<file path="src/rtl/uart_rx_param.sv">
// Parametrised UART receiver: synchroniser, parity/framing checks, valid/ready output with overrun.
// Define UART_RX_MAJORITY_EN to take a 2-of-3 majority around every sample point.
module uart_rx_param #(
  parameter int CLKS_PER_BIT = 434,
  parameter int DATA_BITS    = 8,
  parameter int PARITY       = 0,
  parameter int STOP_BITS    = 1,
  parameter int SYNC_STAGES  = 2
) (
  input  logic                 clk,
  input  logic                 rst_n,
  input  logic                 rx,
  output logic [DATA_BITS-1:0] rx_data,
  output logic                 rx_valid,
  input  logic                 rx_ready,
  output logic                 parity_err,
  output logic                 frame_err,
  output logic                 overrun,
  output logic                 busy
);

  localparam int CW   = $clog2(CLKS_PER_BIT);
  localparam int HALF = CLKS_PER_BIT / 2;
  // With majority voting every sample fires one cycle later, once the t+1 value is available.
`ifdef UART_RX_MAJORITY_EN
  localparam int START_CNT = HALF;
`else
  localparam int START_CNT = HALF - 1;
`endif
  localparam logic [CW-1:0] START_LAST = CW'(START_CNT);
  localparam logic [CW-1:0] BIT_LAST   = CW'(CLKS_PER_BIT - 1);

  typedef enum logic [2:0] {S_IDLE, S_START, S_DATA, S_PAR, S_STOP} state_t;

  state_t                 state_q, state_d;
  logic [SYNC_STAGES-1:0] sync_q;
  logic                   rx_s, prev_q, sample_bit, tick;
  logic [CW-1:0]          cnt_q, cnt_d;
  logic [3:0]             bit_q, bit_d;
  logic [DATA_BITS-1:0]   shift_q, shift_d;
  logic                   perr_q, perr_d, ferr_q, ferr_d;
  logic                   deliver_q, deliver_d;
  logic [DATA_BITS-1:0]   data_q, data_d;
  logic                   valid_q, valid_d, pe_q, pe_d, fe_q, fe_d, ov_q, ov_d;

  assign rx_s = sync_q[SYNC_STAGES-1];

`ifdef UART_RX_MAJORITY_EN
  logic prev2_q;
  always_ff @(posedge clk or negedge rst_n) begin
    if (!rst_n) prev2_q <= 1'b1;
    else        prev2_q <= prev_q;
  end
  assign sample_bit = (rx_s & prev_q) | (rx_s & prev2_q) | (prev_q & prev2_q);
`else
  assign sample_bit = rx_s;
`endif

  always_ff @(posedge clk or negedge rst_n) begin
    if (!rst_n) begin
      sync_q    <= '1;
      prev_q    <= 1'b1;
      state_q   <= S_IDLE;
      cnt_q     <= '0;
      bit_q     <= '0;
      shift_q   <= '0;
      perr_q    <= 1'b0;
      ferr_q    <= 1'b0;
      deliver_q <= 1'b0;
      data_q    <= '0;
      valid_q   <= 1'b0;
      pe_q      <= 1'b0;
      fe_q      <= 1'b0;
      ov_q      <= 1'b0;
    end else begin
      sync_q    <= {sync_q[SYNC_STAGES-2:0], rx};
      prev_q    <= rx_s;
      state_q   <= state_d;
      cnt_q     <= cnt_d;
      bit_q     <= bit_d;
      shift_q   <= shift_d;
      perr_q    <= perr_d;
      ferr_q    <= ferr_d;
      deliver_q <= deliver_d;
      data_q    <= data_d;
      valid_q   <= valid_d;
      pe_q      <= pe_d;
      fe_q      <= fe_d;
      ov_q      <= ov_d;
    end
  end

  always_comb begin
    state_d   = state_q;
    cnt_d     = cnt_q;
    bit_d     = bit_q;
    shift_d   = shift_q;
    perr_d    = perr_q;
    ferr_d    = ferr_q;
    deliver_d = 1'b0;
    data_d    = data_q;
    valid_d   = valid_q;
    pe_d      = pe_q;
    fe_d      = fe_q;
    ov_d      = 1'b0;
    tick      = (cnt_q == ((state_q == S_START) ? START_LAST : BIT_LAST));

    // The counter restarts at every sample point, so it never exceeds one bit period.
    if (state_q != S_IDLE) cnt_d = tick ? '0 : cnt_q + 1'b1;

    case (state_q)
      S_IDLE: begin
        if (prev_q && !rx_s) begin
          state_d = S_START;
          cnt_d   = '0;
          bit_d   = '0;
          perr_d  = 1'b0;
          ferr_d  = 1'b0;
        end
      end
      S_START: begin
        if (tick) state_d = sample_bit ? S_IDLE : S_DATA;
      end
      S_DATA: begin
        if (tick) begin
          shift_d = {sample_bit, shift_q[DATA_BITS-1:1]};
          if (bit_q == 4'(DATA_BITS - 1)) begin
            bit_d   = '0;
            state_d = (PARITY != 0) ? S_PAR : S_STOP;
          end else begin
            bit_d = bit_q + 1'b1;
          end
        end
      end
      S_PAR: begin
        if (tick) begin
          perr_d  = (PARITY == 1) ? ~(^shift_q ^ sample_bit) : (^shift_q ^ sample_bit);
          state_d = S_STOP;
        end
      end
      S_STOP: begin
        if (tick) begin
          if (!sample_bit) ferr_d = 1'b1;
          if (bit_q == 4'(STOP_BITS - 1)) begin
            bit_d     = '0;
            state_d   = S_IDLE;
            deliver_d = 1'b1;
          end else begin
            bit_d = bit_q + 1'b1;
          end
        end
      end
      default: state_d = S_IDLE;
    endcase

    // A completed word wins over a plain handshake; an unconsumed old word forces a drop.
    if (deliver_q) begin
      if (!valid_q || rx_ready) begin
        data_d  = shift_q;
        pe_d    = perr_q;
        fe_d    = ferr_q;
        valid_d = 1'b1;
      end else begin
        ov_d = 1'b1;
      end
    end else if (valid_q && rx_ready) begin
      valid_d = 1'b0;
    end
  end

  assign rx_data    = data_q;
  assign rx_valid   = valid_q;
  assign parity_err = pe_q;
  assign frame_err  = fe_q;
  assign overrun    = ov_q;
  assign busy       = (state_q != S_IDLE);

endmodule

</file>
<file path="config.mk">
export PLATFORM = sky130hd
export DESIGN_NAME = uart_rx_param
export DESIGN_NICKNAME = d
export VERILOG_FILES = /design/src/rtl/uart_rx_param.sv
export SDC_FILE = /design/constraint.sdc
export NUM_CORES = 1
export LEC_CHECK = 0
export CAP_MARGIN = 30
export CORE_MARGIN = 5
export CORE_UTILIZATION = 56
export CTS_BUF_LIST = sky130_fd_sc_hd__clkbuf_8
export DETAILED_ROUTE_END_ITERATION = 8
export PLACE_DENSITY_LB_ADDON = 0.3
export SLEW_MARGIN = 10
export SYNTH_ARGS = -nofsm -noshare
export SYNTH_HDL_FRONTEND = slang
export SYNTH_SLANG_ARGS = --single-unit
</file>
<file path="constraint.sdc">
create_clock -name clk -period 4.09 [get_ports clk]
set_input_delay 0.409 -clock clk [delete_from_list [all_inputs] [get_ports clk]]
set_output_delay 0.409 -clock clk [all_outputs]
set_load 0.01 [all_outputs]
</file>
* Yosys cells after proc, flatten, opt, wreduce, memory -nomap -nowiden *
Index checks and enable logic that the tools add are counted.
Widths: inputs -> output; s select.

word-level totals
  bits in registers = 42
  bits in latches = 0
  bits in writable memories = 0
  ROM bits = 0
  input port bits = 4
  word-level logic and storage cells = 86
  memories = 0

cells by class
  $add $sub $neg = 2
  multiply operators = 0
  divide/modulo/power cells = 0
  magnitude comparators = 0
  eq/ne operators = 15
  shift-type cells = 0
  mux-type cells = 34
  bitwise gates (word level) = 1
  reduce and logical (&&, ||, !) cells = 20

operators by type and width
  kind                 count
  $mux 9               5
  $mux 3               7
  $mux 4               5
  $ne 2x2->1 const B   8
  $pmux 3 s5           1
  $mux 1               12
  $pmux 4 s3           1
  $add 9x1->9 const B  1
  $eq 9x9->1           1
  $reduce_and 4->1     2
  $reduce_xor 8->1     1
  $reduce_and 7->1     1
  $eq 3x2->1 const B   2
  $reduce_and 2->1     3
  $reduce_bool 2->1    3
  $reduce_bool 3->1    2
  $add 4x1->4 const B  1
  $eq 4x3->1 const B   1
  $logic_not 4->1      1
  $pmux 1 s2           2
  $eq 3x1->1 const B   1
  $eq 3x3->1 const B   1
  $logic_not 3->1      1
  $reduce_and 3->1     1
  other kinds (6)      8

* Logic depth before layout (Yosys ltp) *
Gate-level depths: netlist of run 1.

  depth in word-level cells = 7
  gate-level depth with buffers = 7
  depth with buffers taken out = 7

* Worst setup path after synthesis of run 1 *
Ideal clock, no wire load.

  path type = reg2reg
  start = register state_q[2]
  end = register shift_q[0]
  library setup time = 0.125 ns
  arrival time = 1.585 ns
  required time = 3.965 ns
  path slack = 2.381 ns
  stages on the path, launching flop included = 7
  clock period less this slack = 1.709 ns
  cells stage by stage = dfrtp_1 > buf_6 > nand2b_4 > nor4_4 > o21ai_2 > nor2_4 > mux2_2

between the ends
  word-level cells in the longest chain between the ends = 4
  elaborated cells on any way between the ends = 5
  classes of those cells = eq/ne (3); mux (1); reduce/logical (1)

RTL lines
  item                                 line  RTL
  start: declaration                   35    state_t state_q, state_d;
  start signal: assignment             78    state_q <= state_d;
  $eq 3x1->1                           106   tick = (cnt_q == ((state_q == S_START) ? START_LAST : BIT_LAST));
  $mux 9                               106
  $eq 9x9->1                           106
  $reduce_and 2->1 (no source line) *  -
  end signal: assignment               81    shift_q <= shift_d;
  end: declaration                     40    logic [DATA_BITS-1:0] shift_q, shift_d;

Every way passes the cells marked *; elsewhere a longest branch is shown, timed or not.
A chain may end at the register's enable or synchronous reset.

* Worst setup path in the final report of run 1 *
  start = register state_q[1]
  end = output port busy

between the ends
  word-level cells in the longest chain between the ends = 1

RTL lines
  item               line  RTL
  $reduce_bool 3->1  176   assign busy = (state_q != S_IDLE);
  end: declaration   19    output logic busy

No other way between the ends.

==> PnR_summary.wiki, run 1 <==
{| class="wikitable"
! Metric !! Value
|-
| Pwr per Cell Area || 372.7 nW/um^2
|-
| Critical path arrival || 1.91 ns
|-
| Largest net degree at the start of global routing || 43
|-
| Root buffer selected by CTS || sky130_fd_sc_hd__clkbuf_8
|-
| Period utilisation layout || 0.5663
|-
| Iter 0 DRT Violations || 80
|-
| Total DRC errors in the routed layout || 0
|-
| Max capacitance violation total || 0
|-
| Overall routing resource usage || 0.1601
|-
| Status || completed
|-
| Clock period minus worst slack || 2.316 ns
|-
| Final number of max-transition violations || 0
|-
| Clock latency of the later-clocked register in the worst-skew pair || 0.30 ns
|-
| Detailed-route wire length per cell || 14.77 um
|-
| Syn Area/Cell || 11.82 sq um
|-
| Worst path max stage delay || 0.56 ns
|-
| Kind of start point of the critical path || flop
|-
| Final standard cell utilization of the core || 0.6770
|-
| Yosys warns || 0
|-
| Tightest Pin Transition || 0.5189 ns
|-
| Share of cells above drive strength 1 || 0.2105
|-
| Wire length of the first global-routing pass || 6175 um
|-
| Final hold violation count || 0
|-
| Vias in the first global route || 1289
|-
| Cell accounting for the most synthesized area || sky130_fd_sc_hd__dfrtp_1
|-
| Number of placement rows || 21
|-
| Top area cells in the synthesized netlist || sky130_fd_sc_hd__dfrtp_1, sky130_fd_sc_hd__mux2_2, sky130_fd_sc_hd__dfstp_2
|-
| Layout area overhead || 14.91%
|-
| Top library cells by usage in the layout, fill and taps aside || sky130_fd_sc_hd__dfrtp_1, sky130_fd_sc_hd__mux2_2, sky130_fd_sc_hd__nor2_1, sky130_fd_sc_hd__clkdlybuf4s50_1, sky130_fd_sc_hd__nand2_1
|-
| X dimension of the die || 69.72 um
|-
| Number of failing setup endpoints in the final timing report || 0
|-
| Data required, critical path || 3.68 ns
|-
| Average vias per placed instance || 5.462
|-
| Total power || 0.0008552 W
|-
| Number of buffers inserted by hold repair at cts || 0
|-
| Routability congestion estimate from global placement || 0.7697
|-
| Top sig layer || met4
|-
| FMAX || 0.4317 GHz
|-
| DIE AREA || 4860 sq um
|-
| Syn nets || 176
|-
| Number of flops mapped to enable cells by yosys || 0
|-
| Cell area after technology mapping || 1997 sq um
|-
| Post-CTS clock slew at the launch and capture registers of the worst setup and hold paths || 0.09 ns
|-
| Post-CTS setup buffer count || 0
|-
| Cells after Synth || 169
|-
| Register bit total from synthesis || 42
|-
| Final TNS setup || 0 ns
|-
| HP Class || reg2reg
|-
| Sequential area share after synthesis || 0.5282
|-
| Area share of the largest cell type after synthesis || 0.4887
|-
| Critical Path Fanout Max || 12
|-
| Synth Flop Type || sky130_fd_sc_hd__dfrtp_1
|-
| Number of distinct library cell variants in the gate-level netlist after synthesis || 43
|-
| Number of iterations in the first detailed-routing pass || 4
|-
| Post-synthesis async set-or-reset flop share || 1.000
|-
| Worst voltage drop across the vdd grid || 0.2388 mV
|-
| Wire length on met1 || 1488 um
|-
| Post-cts gate resize count || 0
|-
| Cell at the slowest stage of the critical path || sky130_fd_sc_hd__or3_1
|-
| Crit path capture type || primary output
|-
| Post-detailed-placement half-perimeter wirelength || 2402 um
|-
| Skew final || 0.008563 ns
|-
| Starting Density || 0.5891
|-
| CTS Sinks || 42
|-
| Most common cell after layout, fill and taps aside || sky130_fd_sc_hd__dfrtp_1
|-
| Crit-path cells || or3_1 > clkdlybuf4s50_1
|-
| Inserted Clock Buffers || 5
|-
| Critical path class || reg2out
|-
| Initial antenna violation count || 0
|-
| Relative slew margins || 0.6540
|-
| Amount of wire on met3 after detailed routing || 146 um
|-
| RSZ-0062 raised after global routing || false
|-
| Maximum level of the CTS H-tree || 2
|-
| Buffers from clock root to sink, at most || 2
|-
| LEAKAGE || 1.016 nW
|-
| TritonCTS clock tree || done
|-
| Drt total wl || 3485 um
|-
| Antenna diode count || 0
|-
| Aggregate global routing overflow || 0
|-
| Number of nets with antenna violations after detailed routing || 0
|-
| Vias after detailed routing || 1289
|-
| Buffers on Ports || 16
|-
| I/O pin total || 17
|-
| Die span in y || 69.72 um
|-
| Met2 routed wirelength || 1794 um
|-
| CORE AREA || 3390 sq um
|-
| Total number of nets in the final design || 196
|}
==> stage by stage <==
step / cell area, sq um / worst slack, ns / std cells / hold WS, ns
final: 2295 / 1.774 / 236 / 0.3628
after global routing: 2295 / 1.704 / 236 / 0.3703
after CTS: 2265 / 1.770 / 234 / 0.2554
after detailed placement: 2172 / 2.099 / 226 / 0.3492
after global placement: 2172 / 2.141 / 226 / 0.3459
after floorplan: 1997 / 2.381 / 169 / 0.1134
==> cells in the mapped netlist, types with 2 or more instances <==
master	n
sky130_fd_sc_hd__nand4_1	3
sky130_fd_sc_hd__ha_1	3
sky130_fd_sc_hd__nand2_1	12
sky130_fd_sc_hd__inv_1	5
sky130_fd_sc_hd__nor2_1	16
sky130_fd_sc_hd__buf_6	2
sky130_fd_sc_hd__nor3_1	4
sky130_fd_sc_hd__buf_2	3
sky130_fd_sc_hd__mux2_2	18
sky130_fd_sc_hd__a21oi_1	4
sky130_fd_sc_hd__o31ai_1	2
sky130_fd_sc_hd__nor3b_1	3
sky130_fd_sc_hd__nand3_1	3
sky130_fd_sc_hd__nand2b_1	4
sky130_fd_sc_hd__dfstp_2	3
sky130_fd_sc_hd__o21ai_0	6
sky130_fd_sc_hd__or3_1	2
sky130_fd_sc_hd__xnor2_1	9
sky130_fd_sc_hd__dfrtp_1	39
sky130_fd_sc_hd__xor2_1	5
==> path summary, 6_finish.rpt <==
check                      cells after the start  startpoint          to  slack (ns)
min in group asynchronous                      2       rst_n    cnt_q[2]        0.45
min reg2reg                                    0   sync_q[0]   sync_q[1]        0.36
max reg2reg                                    5  state_q[2]  shift_q[6]        2.07
max                                            2  state_q[1]        busy        1.77
min                                            0   sync_q[0]   sync_q[1]        0.36
max in group asynchronous                      3       rst_n   sync_q[0]        3.19
==> per-layer routing <==
layer | vias up | track usage
li1 | 631 | -
met1 | 629 | 0.1978
met2 | 22 | 0.2574
met3 | 7 | 0.05942
met4 | 0 | 0.05745
met5 | - | 0
==> critical path: cells and delay by family, from the launching register on <==
family / cells / cell delay (ns)
AND/OR/NAND/NOR: 1 / 0.56
buffers and inverters: 1 / 0.53
flip-flops: 1 / 0.52
==> report_power, final <==
| group | internal [W] | switching (W) |
|---|---|---|
| Combinational | 0.0000463 | 0.0000480 |
| Clock | 0.000122 | 0.000156 |
| Sequential | 0.000443 | 0.0000405 |
==> area by class of cell <==
type                       count  area, sq um
multi-input combinational    117        885.9
sequential                    42         1055
inverter                       5        18.77
tap                           46        57.56
timing repair buffer          18        185.2
clock inverter                 3        23.77
clock buffer                   5        68.82
fill                         245         1095
==> sequential cells by signal, summed over array words and instances (netlist names) <==
register    flops
cnt_q           9
ferr_q          1
rx_valid        1
overrun         1
deliver_q       1
prev_q          1
state_q         3
bit_q           4
shift_q         8
frame_err       1
perr_q          1
parity_err      1
rx_data         8
sync_q          2
==> cell families after synthesis <==
group	after synthesis	share of synthesized area
adders and majority gates	3	0.01880
buffers and inverters	10	0.02819
DFF	42	0.5282
muxes	18	0.1015
AOI/OAI and AO/OA	23	0.08585
and+or+nand+nor	59	0.1761
xor gates and xnor gates	14	0.06140
Note: power is estimated with default switching activity, not from simulation.
==> run 2, diff against run 1 <==
- CORE_UTILIZATION: 56 -> 54
- clock period: 4.09 -> 2.1 ns (I/O delays scaled with it)
==> run 2 against run 1 <==
Compared with the run above: cell area is 1.5% higher; first-iteration DRC count shrank 63%; critical path depth stayed put; power increased by 110%; worst hold slack worse by 0.035 ns; clock skew up 0.0019 ns; flip-flop and latch count unchanged; via count up 3.3%; clock-buffer cell count rose by 1; non-clock buffer count up 1; global-route usage shrank 0.79 points; critical path type unchanged.
==> PnR_summary.wiki, run 2 (synthesis gave the netlist of run 1 again) <==
{| class="wikitable"
! Metric !! Value
|-
| Wire length on met1 || 1558 um (+4.7%)
|-
| Crit path capture type || primary output
|-
| Amount of wire on met3 after detailed routing || 112 um (-23%)
|-
| Most common cell after layout, fill and taps aside || sky130_fd_sc_hd__dfrtp_1
|-
| Pwr per Cell Area || 765.6 nW/um^2 (+110%)
|-
| Worst voltage drop across the vdd grid || 0.4386 mV (+84%)
|-
| Critical path arrival || 1.81 ns (-0.10 ns)
|-
| Number of placement rows || 22 (+4.8%)
|-
| Post-detailed-placement half-perimeter wirelength || 2463 um (+2.5%)
|-
| Routability congestion estimate from global placement || 0.8200 (+6.5%)
|-
| TritonCTS clock tree || done
|-
| Post-CTS clock slew at the launch and capture registers of the worst setup and hold paths || 0.08 ns (about the same)
|-
| Met2 routed wirelength || 1726 um (-3.8%)
|-
| Period utilisation layout || 0.9622
|-
| I/O pin total || 17 (unchanged)
|-
| CTS Sinks || 42 (unchanged)
|-
| Critical Path Fanout Max || 12 (unchanged)
|-
| Initial antenna violation count || 0 (unchanged)
|-
| LEAKAGE || 1.039 nW (+2.3%)
|-
| Drt total wl || 3457 um (-0.80%)
|-
| Aggregate global routing overflow || 0 (unchanged)
|-
| Max capacitance violation total || 0 (unchanged)
|-
| Critical path class || reg2out
|-
| DIE AREA || 5014 sq um (+3.2%)
|-
| Skew final || 0.01046 ns (+0.001894 ns)
|-
| Vias after detailed routing || 1331 (+3.3%)
|-
| Die span in y || 70.81 um (+1.6%)
|-
| Vias in the first global route || 1386 (+7.5%)
|-
| Clock latency of the later-clocked register in the worst-skew pair || 0.29 ns (about the same)
|-
| Crit-path cells || or3_4 > clkdlybuf4s50_1
|-
| Detailed-route wire length per cell || 14.53 um (-1.6%)
|-
| RSZ-0062 raised after global routing || false
|-
| Wire length of the first global-routing pass || 6072 um (-1.7%)
|-
| Total DRC errors in the routed layout || 0 (unchanged)
|-
| Inserted Clock Buffers || 5 (unchanged)
|-
| Non-Filler Instances || 238 (+0.85%)
|-
| X dimension of the die || 70.81 um (+1.6%)
|-
| Relative slew margins || 0.6593 (+0.005299)
|-
| Number of iterations in the first detailed-routing pass || 4 (unchanged)
|-
| Average vias per placed instance || 5.592 (+2.4%)
|-
| Top sig layer || met4
|-
| Total number of nets in the final design || 197 (+0.51%)
|-
| Buffers from clock root to sink, at most || 2 (unchanged)
|-
| Root buffer selected by CTS || sky130_fd_sc_hd__clkbuf_8
|-
| Number of nets with antenna violations after detailed routing || 0 (unchanged)
|-
| Number of failing setup endpoints in the final timing report || 0 (unchanged)
|-
| Layout area overhead || 16.67%
|-
| HP Class || in2reg
|-
| Overall routing resource usage || 0.1522 (-0.007922)
|-
| Cell at the slowest stage of the critical path || sky130_fd_sc_hd__dfrtp_1
|-
| Final hold violation count || 0 (unchanged)
|-
| Cell Count Post-Placement || 229 (+1.3%)
|-
| Starting Density || 0.5496 (-0.03956)
|-
| Buffers on Ports || 16 (unchanged)
|-
| CORE AREA || 3633 sq um (+7.2%)
|-
| Antenna diode count || 0 (unchanged)
|-
| FMAX || 0.4949 GHz
|-
| Iter 0 DRT Violations || 30 (-63%)
|-
| Top library cells by usage in the layout, fill and taps aside || sky130_fd_sc_hd__dfrtp_1, sky130_fd_sc_hd__mux2_2, sky130_fd_sc_hd__nor2_1, sky130_fd_sc_hd__clkdlybuf4s50_1, sky130_fd_sc_hd__nand2_1
|-
| Area post-placement || 2182 sq um (+0.46%)
|-
| Status || completed
|-
| Final non-filler cell area || 2330 sq um (+1.5%)
|-
| Clock period minus worst slack || 2.021 ns
|-
| Data required, critical path || 1.89 ns (-1.79 ns)
|-
| Maximum level of the CTS H-tree || 2 (unchanged)
|-
| Number of flip-flops in the largest register || 9 (unchanged)
|-
| Final number of max-transition violations || 0 (unchanged)
|-
| Kind of start point of the critical path || flop
|-
| Worst path max stage delay || 0.52 ns (-0.04 ns)
|-
| Filler Cells Inserted || 298 (+22%)
|-
| Total power || 0.001784 W (+110%)
|-
| Tightest Pin Transition || 0.5109 ns (-0.007947 ns)
|-
| Share of cells above drive strength 1 || 0.2158 (+0.005263)
|-
| Final TNS setup || 0 ns (unchanged)
|-
| Largest net degree at the start of global routing || 43 (unchanged)
|-
| Top register by number of flip-flops || cnt_q
|}
==> run 2: changes by cell type in the layout (fill, tap and decap cells not counted), sizes merged <==
cell,previous run,this run
buf,2,3
inv,6,5
clkinvlp,2,0
bufinv,0,1
clkbuf,5,6
==> run 2: per-layer routing <==
layer  track usage  up-vias
met5             0        -
met4       0.07307        0
met3       0.04688        6
met2        0.2492       19
met1        0.1824      673
li1              -      633
==> run 2: area by class of cell <==
class / count / area, sq um / area share
clock buffer: 6 / 82.58 / 0.03545
clock inverter: 1 / 30.03 / 0.01289
tap: 48 / 60.06 / 0.02578
inverter: 5 / 18.77 / 0.008056
timing repair buffer: 19 / 192.7 / 0.08271
multi-input combinational: 117 / 890.9 / 0.3824
sequential: 42 / 1055 / 0.4527
==> run 2: metrics by stage <==
| step | hold slack [ns] | worst slack [ns] | utilization |
|---|---|---|---|
| 2_1_floorplan | -0.08559 | 0.3907 | - |
| 3_3_place_gp | 0.3466 | 0.2174 | 0.6006 |
| 3_5_place_dp | 0.3513 | 0.1507 | 0.6006 |
| 4_1_cts | 0.06323 | 0.06745 | 0.6329 |
| 5_1_grt | 0.3157 | 0.01454 | 0.6412 |
| 6_report | 0.3278 | 0.07928 | 0.6412 |
==> run 2: critical path: cells and delay by family, from the launching register on <==
kind	cells	cell delay (ns)
buffers and inverters	1	0.50
flip-flops	1	0.52
AND/OR/NAND/NOR	1	0.50
==> run 2: final timing paths <==
path / start / to / slack, ns / cells past startpoint
worst max-delay path: state_q[1] / busy / 0.08 / 2
worst min-delay path: rx / sync_q[0] / 0.33 / 1
worst max register to register: state_q[2] / shift_q[6] / 0.12 / 5
worst min register to register: sync_q[0] / sync_q[1] / 0.36 / 0
max in group asynchronous: rst_n / sync_q[0] / 1.21 / 3
min in group asynchronous: rst_n / bit_q[3] / 0.34 / 2
==> run 2: report_power, final <==
group | total, W | internal, W | switching [W] | leakage, nW
clock | 0.000646 | 0.000380 | 0.000266 | 0.0573
combinational | 0.000194 | 0.0000943 | 0.000100 | 0.416
sequential | 0.000943 | 0.000862 | 0.0000811 | 0.565
==> run 2: timing repair <==
action,CTS,global route
setup endpoints to repair,1,0
hold buffers,0,1
resized for setup,1,0
hold endpoints to repair,0,13
setup buffers,0,0
==> run 3, diff against run 2 <==
- CORE_ASPECT_RATIO: not set -> 1.75
==> run 3 against run 2 <==
Compared with the run above: routed wire length rose by 12%; sequential power barely moved; clock power fell by 17%; flip-flop and latch count did not move; critical endpoint unchanged; power fell by 6.6%; worst setup slack improved by 0.016 ns; sequential share of layout area rose by 0.49 points; worst hold slack got worse by 0.0074 ns; first-iteration DRC count fell by 3.3%; largest cell class unchanged; largest power group unchanged; cell count fell by 0.42%; register-to-register slack barely moved; utilization barely moved.
==> PnR_summary.wiki, run 3 (synthesis gave the netlist of run 1 again) <==
{| class="wikitable"
! Metric !! Value
|-
| Number of nets with antenna violations after detailed routing || 0 (unchanged)
|-
| Die span in y || 90.45 um (+28%)
|-
| CTS Sinks || 42 (unchanged)
|-
| Worst voltage drop across the vdd grid || 0.7120 mV (+62%)
|-
| X dimension of the die || 55.97 um (-21%)
|-
| Pwr per Cell Area || 723.1 nW/um^2 (-5.6%)
|-
| Average vias per placed instance || 5.574 (-0.33%)
|-
| Number of iterations in the first detailed-routing pass || 4 (unchanged)
|-
| FMAX || 0.4988 GHz (+0.79%)
|-
| Worst hold path depth || 1 (unchanged)
|-
| Final hold violation count || 0 (unchanged)
|-
| Top register by number of flip-flops || cnt_q
|-
| Total number of nets in the final design || 197 (unchanged)
|-
| Initial antenna violation count || 0 (unchanged)
|-
| HP Class || in2reg
|-
| Skew final || 0.004517 ns (-0.005940 ns)
|-
| Tightest Pin Transition || 0.5157 ns (+0.004758 ns)
|-
| Critical path arrival || 1.79 ns (-0.02 ns)
|-
| RR Startpoint || state_q[2]
|-
| Area taken by multi-input logic gates || 898.4 sq um (+0.84%)
|-
| Wire length of the first global-routing pass || 6913 um (+14%)
|-
| Register cell area after layout || 1055 sq um (unchanged)
|-
| CORE AREA || 3592 sq um (-1.1%)
|-
| Routability congestion estimate from global placement || 0.8367 (+2.0%)
|-
| Status || completed
|-
| TritonCTS clock tree || done
|-
| Kind of start point of the critical path || flop
|-
| Top library cells by usage in the layout, fill and taps aside || sky130_fd_sc_hd__dfrtp_1, sky130_fd_sc_hd__mux2_2, sky130_fd_sc_hd__nor2_1, sky130_fd_sc_hd__clkdlybuf4s50_1, sky130_fd_sc_hd__nand2_1
|-
| Cell at the slowest stage of the critical path || sky130_fd_sc_hd__dfrtp_1
|-
| Hold path startpoint || rx
|-
| Total DRC errors in the routed layout || 0 (unchanged)
|-
| Number of failing setup endpoints in the final timing report || 0 (unchanged)
|-
| Most common cell after layout, fill and taps aside || sky130_fd_sc_hd__dfrtp_1
|-
| Worst path max stage delay || 0.52 ns (about the same)
|-
| Post-detailed-placement half-perimeter wirelength || 2836 um (+15%)
|-
| Maximum level of the CTS H-tree || 2 (unchanged)
|-
| Starting Density || 0.5559 (+0.006317)
|-
| Number of flip-flops in the largest register || 9 (unchanged)
|-
| Largest net degree at the start of global routing || 43 (unchanged)
|-
| Flop-to-flop setup slack || 0.13 ns (about the same)
|-
| Post-CTS clock slew at the launch and capture registers of the worst setup and hold paths || 0.08 ns (about the same)
|-
| Share of cells above drive strength 1 || 0.2199 (+0.004106)
|-
| Post-CTS setup buffer count || 0 (unchanged)
|-
| Detailed-route wire length per cell || 16.38 um (+13%)
|-
| Crit path capture type || primary output
|-
| Overall routing resource usage || 0.1742 (+0.02196)
|-
| Max capacitance violation total || 0 (unchanged)
|-
| End of the worst hold path || sync_q[0]
|-
| Clock latency of the later-clocked register in the worst-skew pair || 0.29 ns (about the same)
|-
| Aggregate global routing overflow || 0 (unchanged)
|-
| Critical path class || reg2out
|-
| DIE AREA || 5062 sq um (+0.96%)
|-
| Worst reg2reg path depth || 5 (unchanged)
|-
| Vias after detailed routing || 1321 (-0.75%)
|-
| Crit-path cells || or3_4 > clkdlybuf4s50_1
|-
| Filler Cells Inserted || 282 (-5.4%)
|-
| Inserted Clock Buffers || 5 (unchanged)
|-
| Antenna diode count || 0 (unchanged)
|-
| Number of placement rows || 29 (+32%)
|-
| Clock period minus worst slack || 2.005 ns (-0.01592 ns)
|-
| Iter 0 DRT Violations || 29 (-3.3%)
|-
| Root buffer selected by CTS || sky130_fd_sc_hd__clkbuf_8
|-
| Drt total wl || 3882 um (+12%)
|-
| Total power || 0.001667 W (-6.6%)
|-
| Buffers from clock root to sink, at most || 2 (unchanged)
|-
| RSZ-0062 raised after global routing || false
|-
| Layout area overhead || 15.41%
|-
| I/O pin total || 17 (unchanged)
|-
| Critical Path Fanout Max || 12 (unchanged)
|-
| Vias in the first global route || 1441 (+4.0%)
|-
| Relative slew margins || 0.6562 (-0.003127)
|-
| R2r endpoint || shift_q[5]
|-
| Buffers on Ports || 16 (unchanged)
|-
| Final number of max-transition violations || 0 (unchanged)
|-
| Data required, critical path || 1.89 ns (about the same)
|-
| LEAKAGE || 1.024 nW (-1.4%)
|-
| Final TNS setup || 0 ns (unchanged)
|-
| Period utilisation layout || 0.9547 (-0.007579)
|}
[run 3: layer usage]
layer  track usage  vias up  part of all wire
li1              -      630                 -
met1        0.1787      657              0.36
met2        0.3174       25              0.58
met3       0.04578        9             0.035
met4       0.08317        0             0.027
met5             0        -                 0
[run 3: layout make-up]
cell class                 instances  share of cell area
clock buffer                       6             0.03583
timing repair buffer              19             0.07818
clock inverter                     2            0.005429
tap                               46             0.02497
sequential                        42              0.4577
inverter                           5            0.008143
multi-input combinational        117              0.3898
[run 3: stage by stage]
step	std cells	hold slack [ns]	instance area [sq um]	utilization	worst slack, ns
finish	237	0.3204	2305	0.6416	0.09519
global route	237	0.2961	2305	0.6416	0.007001
CTS	237	0.3083	2297	0.6395	0.07583
detailed placement	228	0.3037	2187	0.6088	0.1167
global placement	228	0.2976	2187	0.6088	0.2238
floorplan	169	-0.08559	1997	-	0.3907
[run 3: how the worst max path moves through the flow]
stage / cells after the start / endpoint / slack (ns) / start
floorplan: 6 / shift_q[0] / 0.39 / state_q[2]
global placement: 5 / shift_q[3] / 0.22 / cnt_q[3]
detailed placement: 5 / shift_q[5] / 0.12 / cnt_q[5]
CTS: 5 / shift_q[5] / 0.08 / state_q[2]
global route: 2 / busy / 0.007 / state_q[1]
finish: 2 / busy / 0.1 / state_q[1]
[run 3: worst max-delay path: cells and delay by family, from the launching register on]
family	cells	cell delay (ns)
and+or+nand+nor	1	0.50
buffers and inverters	1	0.50
DFF	1	0.52
[run 3: timing repair]
action / in CTS / in global routing
pin swaps: 0 / 1
hold endpoints to repair: 39 / 0
endpoints found under the setup margin: 1 / 8
gates resized for setup: 1 / 1
hold buffers: 1 / 0
[run 3: power breakdown]
group	switching [W]	total (W)	internal [W]
sequential	0.0000815	0.000944	0.000862
combinational	0.0000982	0.000189	0.0000906
clock	0.000270	0.000534	0.000264
